**src/rtl/bitwise_logic_unit.sv**
```systemverilog
// bitwise_logic_unit: registered WIDTH-bit AND/OR/XOR/NOR with valid/ready handshakes
// on both sides. In accumulate mode a multi-beat packet is folded into a single result.
// Build option: define BITWISE_PARITY_EN to add the registered y_parity output.
module bitwise_logic_unit #(
    parameter int WIDTH = 8
) (
    input  logic             clk,
    input  logic             rst,
    input  logic             in_valid,
    output logic             in_ready,
    input  logic [WIDTH-1:0] a,
    input  logic [WIDTH-1:0] b,
    input  logic [1:0]       op,
    input  logic             acc_mode,
    input  logic             in_last,
    output logic             out_valid,
    input  logic             out_ready,
    output logic [WIDTH-1:0] y,
`ifdef BITWISE_PARITY_EN
    output logic             y_parity,
`endif
    output logic             y_zero
);

    typedef enum logic {
        IDLE  = 1'b0,
        ACCUM = 1'b1
    } state_t;

    state_t           state_q, state_d;
    logic [WIDTH-1:0] acc_q, acc_d;
    logic [1:0]       op_q, op_d;
    logic             mode_q, mode_d;
    logic             accept;
    logic             load;
    logic [1:0]       eff_op;
    logic [WIDTH-1:0] eff_b;
    logic [WIDTH-1:0] result;

    function automatic logic [WIDTH-1:0] apply_op(
        input logic [1:0]       sel,
        input logic [WIDTH-1:0] x,
        input logic [WIDTH-1:0] z
    );
        case (sel)
            2'b00:   return x & z;
            2'b01:   return x | z;
            2'b10:   return x ^ z;
            default: return ~(x | z);
        endcase
    endfunction

    // The single output register can take a new result whenever it is empty or being drained.
    assign in_ready = !out_valid || out_ready;
    assign accept   = in_valid && in_ready;

    // Inside a packet the operator comes from the first beat and b is replaced by the running fold.
    always_comb begin
        eff_op = op;
        eff_b  = b;
        if (state_q == ACCUM) begin
            eff_op = op_q;
            eff_b  = acc_q;
        end
        result = apply_op(eff_op, a, eff_b);
    end

    // Next-state logic: decide whether an accepted beat folds into acc or loads the output.
    always_comb begin
        state_d = state_q;
        acc_d   = acc_q;
        op_d    = op_q;
        mode_d  = mode_q;
        load    = 1'b0;
        if (accept) begin
            case (state_q)
                IDLE: begin
                    op_d   = op;
                    mode_d = acc_mode;
                    if (!acc_mode || in_last) begin
                        load = 1'b1;
                    end else begin
                        acc_d   = result;
                        state_d = ACCUM;
                    end
                end
                default: begin
                    if (in_last || !mode_q) begin
                        load    = 1'b1;
                        state_d = IDLE;
                    end else begin
                        acc_d = result;
                    end
                end
            endcase
        end
    end

    // Packet state registers; reset drops any partial accumulation.
    always_ff @(posedge clk) begin
        if (rst) begin
            state_q <= IDLE;
            acc_q   <= '0;
            op_q    <= 2'b00;
            mode_q  <= 1'b0;
        end else begin
            state_q <= state_d;
            acc_q   <= acc_d;
            op_q    <= op_d;
            mode_q  <= mode_d;
        end
    end

    // Output register: loads a finished result, clears valid when taken, holds under backpressure.
    always_ff @(posedge clk) begin
        if (rst) begin
            out_valid <= 1'b0;
            y         <= '0;
            y_zero    <= 1'b1;
`ifdef BITWISE_PARITY_EN
            y_parity  <= 1'b0;
`endif
        end else if (load) begin
            out_valid <= 1'b1;
            y         <= result;
            y_zero    <= (result == '0);
`ifdef BITWISE_PARITY_EN
            y_parity  <= ^result;
`endif
        end else if (out_ready) begin
            out_valid <= 1'b0;
        end
    end

endmodule

```
**config.mk**
```make
export PLATFORM = sky130hd
export DESIGN_NAME = bitwise_logic_unit
export DESIGN_NICKNAME = d
export VERILOG_FILES = /design/src/rtl/bitwise_logic_unit.sv
export SDC_FILE = /design/constraint.sdc
export NUM_CORES = 1
export LEC_CHECK = 0
export ABC_CLOCK_PERIOD_IN_PS = 2600
export BUFFER_PORTS_ARGS = -buffer_cell sky130_fd_sc_hd__buf_2
export CAP_MARGIN = 20
export CORE_ASPECT_RATIO = 1.5
export CORE_MARGIN = 5
export CORE_UTILIZATION = 45
export CTS_CLUSTER_DIAMETER = 30
export CTS_CLUSTER_SIZE = 10
export DETAILED_ROUTE_END_ITERATION = 12
export PLACE_DENSITY = 0.71
export SYNTH_ARGS = -nofsm -noshare
export SYNTH_HDL_FRONTEND = slang
export SYNTH_SLANG_ARGS = --single-unit
```
**constraint.sdc**
```tcl
create_clock -name clk -period 2.6 [get_ports clk]
set_input_delay 0.26 -clock clk [delete_from_list [all_inputs] [get_ports clk]]
set_output_delay 0.26 -clock clk [all_outputs]
set_load 0.005 [all_outputs]
```
# After elaboration in Yosys (flattened, before gate mapping)
# Cells that the tools add are included.
word_totals:
  wordCells: 43
  register_bits: 22
  output_inout_bits: 11
  latchBits: 0
  ram_bits: 0
  mem_count: 0
  romBits: 0
op_classes:
  n_reduce_logical: 12
  n_bitwise: 5
  add_sub_neg: 0
  eq_ne: 4
  n_div: 0
  multipliers: 0
  shifts: 0
  n_lt_le_gt_ge: 0
  muxes: 15
ops:
  columns: ["op", "n"]
  rows:
  - ["$mux 8", 4]
  - ["$pmux 8 s3", 1]
  - ["$mux 1", 9]
  - ["$and 8x8->8", 1]
  - ["$logic_not 8->1", 1]
  - ["$not 8->8", 1]
  - ["$or 8x8->8", 1]
  - ["$xor 8x8->8", 1]
  - ["$ne 2x2->1 const B", 2]
  - ["$logic_not 1->1", 3]
  - ["$logic_or 1x1->1", 3]
  - ["$reduce_and 3->1", 1]
  - ["$eq 2x1->1 const B", 1]
  - ["$eq 2x2->1 const B", 1]
  - ["$logic_not 2->1", 1]
  - ["$mux 2", 1]
  - ["$reduce_and 2->1", 1]
  - ["$reduce_bool 2->1", 1]
  - ["$logic_and 1x1->1", 1]
  - ["$not 1->1", 1]

# Logic depth before layout (Yosys ltp)
logic_depth:
  word_depth: 6
  mapped_depth: 9
  ltp_nobuf: 7

# Least setup slack after synthesis
# OpenSTA, ideal clock, no wires.
synth_path:
  path_type: "reg2reg"
  startpoint: "register state_q"
  endpoint: "register y_zero"
  path_stages_with_launch: 10
  arrival_time_ns: 2.528
  required_time_ns: 2.516
  slack_ns: -0.012
  setup_time_ns: 0.084
  path_cell_list: "dfxtp_1 > buf_4 > clkbuf_1 > mux2i_1 > ha_1 > or4_1 > nor4_2 > a31oi_1 > a211o_1 > o31ai_2"
synth_via:
  elab_chain_len: 5
  word_cells_on_any_way: 13
  cone_classes: "eq/ne (2); mux (5); bitwise (4); reduce/logical (2)"
synth_rtl:
  columns: ["element", "line_no", "text"]
  rows:
  - ["start: declaration", "30", "state_t state_q, state_d;"]
  - ["start signal: assignment", "107", "state_q <= state_d;"]
  - ["$mux 8", "61", "if (state_q == ACCUM) begin"]
  - ["$or 8x8->8", "47, 49", null]
  - ["$not 8->8", "49", "default: return ~(x | z);"]
  - ["$pmux 8 s3", "45", "case (sel)"]
  - ["$logic_not 8->1", "126", "y_zero <= (result == '0);"]
  - ["end signal: assignment", "126", null]
  - ["end: declaration", "22", "output logic y_zero"]
# Several ways; a longest one is shown, not always the timed one.
# A chain may end at the register's enable or synchronous reset.

# Worst setup path after layout
# Ends and elaborated chain as after synthesis.

==> reports/results.env <==
RUN_STATUS='complete, no violations'
CTSLONGESTPATHBUFFERS=2
DRTPASS1ITERATIONS=4
TIMING.HOLD.WORST.CLASS='in2reg'
WORST_SETUP_PATH_END_KIND='flop'
LARGEST_NET_DEGREE_AT_THE_START_OF_GLOBAL_ROUTING=23
IO_PINS=35
SETUP_TOTAL_NEGATIVE_SLACK_NS=0
CP_SLOWEST_CELL='dfxtp_1'
CORE_REGION_AREA_UM2=3190
CTS.HOLD.BUFFERS_ADDED=0
GRT.OVERFLOW.TOTAL=0
DRC_ERRORS=0
ANTENNA_FOUND_INITIAL=0
CLKTRANSATPATHREGS_NS=0.07
CRIT_BUF_INV=1
YOSYS.AREA.TOP_TYPE='dfxtp_1'
POST_CTS_RESIZED=0
SLEW_VIOL_FINAL=0
FMAX_GHz=0.413
GRT_UTIL_MET3_PCT=1.59
FINAL_CELLS=233
STATIC-LEAKAGE-POWER_uW=0.000878
YOSYS.CELL_TYPES.COUNT=24
FINALCRITPERIODSHARE_PCT=93.1
GRT_FIRST_PASS_WIRELENGTH_MM=5.60
CHIPWIDTH_UM=57.2
EFFECTIVE_UTILIZATION_AT_FLOORPLAN_PCT=47.2
CELL_FAMILY_CONTRIBUTING_THE_MOST_DELAY_ON_THE_CRITICAL_PATH='simple AND/OR/NAND/NOR gates'
SLOWEST_DELAY_NS=0.53
DRT_WL_TOTAL_MM=3.23
CORE.ROWCOUNT=25
POWER.SHARE.SWITCHING_PCT=29.4
NUMCLOCKSINKS=22
DRIVE_ABOVE_1_SHARE_PCT=23.3
MOST_FREQUENT_STANDARD_CELL_IN_THE_LAYOUT_EXCLUDING_FILL_AND_TAP_CELLS='mux2i_1'
HTREE_NUM_LEVELS=1
ROUTEDWLPERCELL_UM=13.9
PATH_CELLS='buf_4 -> mux2i_1 -> ha_1 -> or4_1 -> nor4_1 -> a211oi_1 -> a211o_1 -> o31ai_2'
SWITCHING_POWER_uW=239
SYNTHESIS.AREA_PER_INSTANCE_UM2=9.42
WORST-ENDPOINT-REQUIRED_NS=2.78
GRT_PASS1_VIAS=1240
CRITPATHLAUNCHTYPE='flop'
PRE_CTS_SLACK_NS=0.200
TIMING_HOLD_VIOLATIONS_FINAL=0
MAX_CAP_VIOLATIONS=0
MOSTFREQUENTLAYOUTCELLS='mux2i_1 (43), buf_2 (34), nor2_1 (25)'
PLACE.GP.CONGESTION=0.856
DETAIL_ROUTE.VIAS_PER_CELL=5.19
POST-DP-HPWL_MM=2.68
FINAL_NET_COUNT=235
POWER_FRAC_CLOCK_PCT=25.7
AREAGROWTHSYNTHTOFINISH_PCT=16.9
HOLDCRITSTARTPOINT='acc_mode'
FINALCRITICALPERIOD_NS=2.42
STARTPOINT_TO_ENDPOINT_CLASS_OF_THE_CRITICAL_PATH='reg2reg'
VIA_COUNT=1210
SEQ_POWER_SHARE_PCT=45.8
FILLER_CELL_COUNT=311
SYNTHESIS.NETS=200
TIMING.HOLD.WS_NS=0.269
POWER_FRAC_COMB_PCT=28.6
TRITONCTS='built'
POST-CTS-SETUP-BUFFER-COUNT=0
SYNTH.TOP_CELLS.BY_AREA='dfxtp_1 (29%), mux2i_1 (29%), ha_1 (13%), nor2_1 (6.2%), xnor2_1 (4.7%)'
WORSTPATHARRIVAL_NS=2.61
SETUP.WORST_PATH.START='state_q'
DR.FIRST_ITER.DRC_COUNT=11
FF2FF_SETUP_SLACK_NS=0.18
GROUTE.USAGE.OVERALL_PCT=15.4
HEADROOM_TO_THE_MAX_SLEW_LIMIT_PCT=72.6
TIMING.CRITICAL_PATH.FANOUT_MAX=8
FP.DIEAREA_UM2=4630
SEQ_AREA_FRAC_SYNTH_PCT=29.2
SYN_INST=160
POSTSYNTHREGISTERBITS=22
WORST-SLEW-PIN-TRANSITION_NS=0.411
SYN_AREA_UM2=1510
P_INT_uW=575
TRITONCTS_BUFFER_COUNT=3
CELLPOWERDENSITY_nW_PER_UM2=462
DP_CELLS=230
CLKLATENCYLATEPIN_NS=0.26
REG2REG_FROM='state_q'
TIMING.CLOCK.SKEW_NS=0.00267
USE_MET2_PCT=28.3
DRT.ANTENNA.VIOLATING_NETS=0
CTS_ROOT_BUFFER='clkbuf_8'
GRT_MOST_USED_LAYER='met2'
GRTUSAGEMET1_PCT=16.9
DIE-HEIGHT_UM=80.9
YOSYSTOPAREACELLSHARE_PCT=29.2
DIODES=0
PORT-BUFFER-COUNT=34
WORST_SLACK_NS=0.179
VDD.IR_DROP.WORST_mV=0.220
SYNTH.YOSYS.WARNINGS=0
RSZ_0062_RAISED_AFTER_GLOBAL_ROUTING='no'
SETUP_VIOLATIONS=0
## sequential cells by signal (all words and copies together), names as in the netlist
register / cells
y_zero: 1
state_q: 1
out_valid: 1
acc_q: 8
op_q: 2
y: 8
mode_q: 1
## logic make-up after synthesis
group / count (synthesis) / synth area share [%]
xor+xnor: 8 / 4.65
compound gates: 10 / 4.49
mux: 44 / 30.1
buf+inv: 25 / 7.72
simple gates: 35 / 10.5
flops: 22 / 29.2
fa+ha+maj: 16 / 13.3
## layer usage
| metal | vias to the layer above | share of wire (%) |
|---|---|---|
| met2 | 26 | 54 |
| met3 | 7 | 3.5 |
| li1 | 609 | - |
| met4 | 0 | 2.9 |
| met1 | 568 | 40 |
| met5 | - | 0 |
## final timing paths
check | to | depth (start not counted)
hold reg to reg | y[7] | 2
setup / recovery | y_zero | 8
setup reg to reg | y_zero | 8
hold / removal | mode_q | 3
## power by group through the flow
stage	registers, uW	logic (uW)	clock network (uW)
after floorplan	378	165	0
after global placement	379	226	0
after detailed placement	380	234	0
after CTS	372	236	214
after global routing	375	262	226
final	372	233	209
## synth_stat cells
cell      number
a211o_1        1
a211oi_1       1
a21oi_1        5
a31oi_1        1
buf_2          3
buf_4          1
buf_6          2
clkbuf_1       3
dfxtp_1       22
ha_1          16
inv_1         16
mux2i_1       43
mux2i_4        1
nand2_1        2
nand2b_1       1
nand4_1        1
nor2_1        25
nor3_1         1
nor4_1         2
nor4_2         1
o211ai_1       1
o31ai_2        1
or4_1          2
xnor2_1        8
## stage by stage
stage | util, % | total power (uW) | instance area [um2]
final | 55.2 | 814 | 1760
after global routing | 55.2 | 864 | 1760
after CTS | 55.2 | 822 | 1760
after detailed placement | 53.9 | 615 | 1720
after global placement | 53.9 | 605 | 1720
after floorplan | - | 543 | 1510
## cell type report
type                    count  area (um2)  area share (%)
multi-input cells         113         950            53.9
clock buffers               3        41.3            2.34
inverters                  16        60.1            3.41
flip-flops and latches     22         440            25.0
well taps                  40        50.0            2.84
repair buffers             39         220            12.5
## tightest hold or removal path: cells and delay by family
| kind | cells | cell delay, ns |
|---|---|---|
| multiplexers | 1 | 0.06 |
| buffers and inverters | 1 | 0.09 |
| AND/OR/NAND/NOR | 1 | 0.08 |
Note: power is estimated with default switching activity, not from simulation.
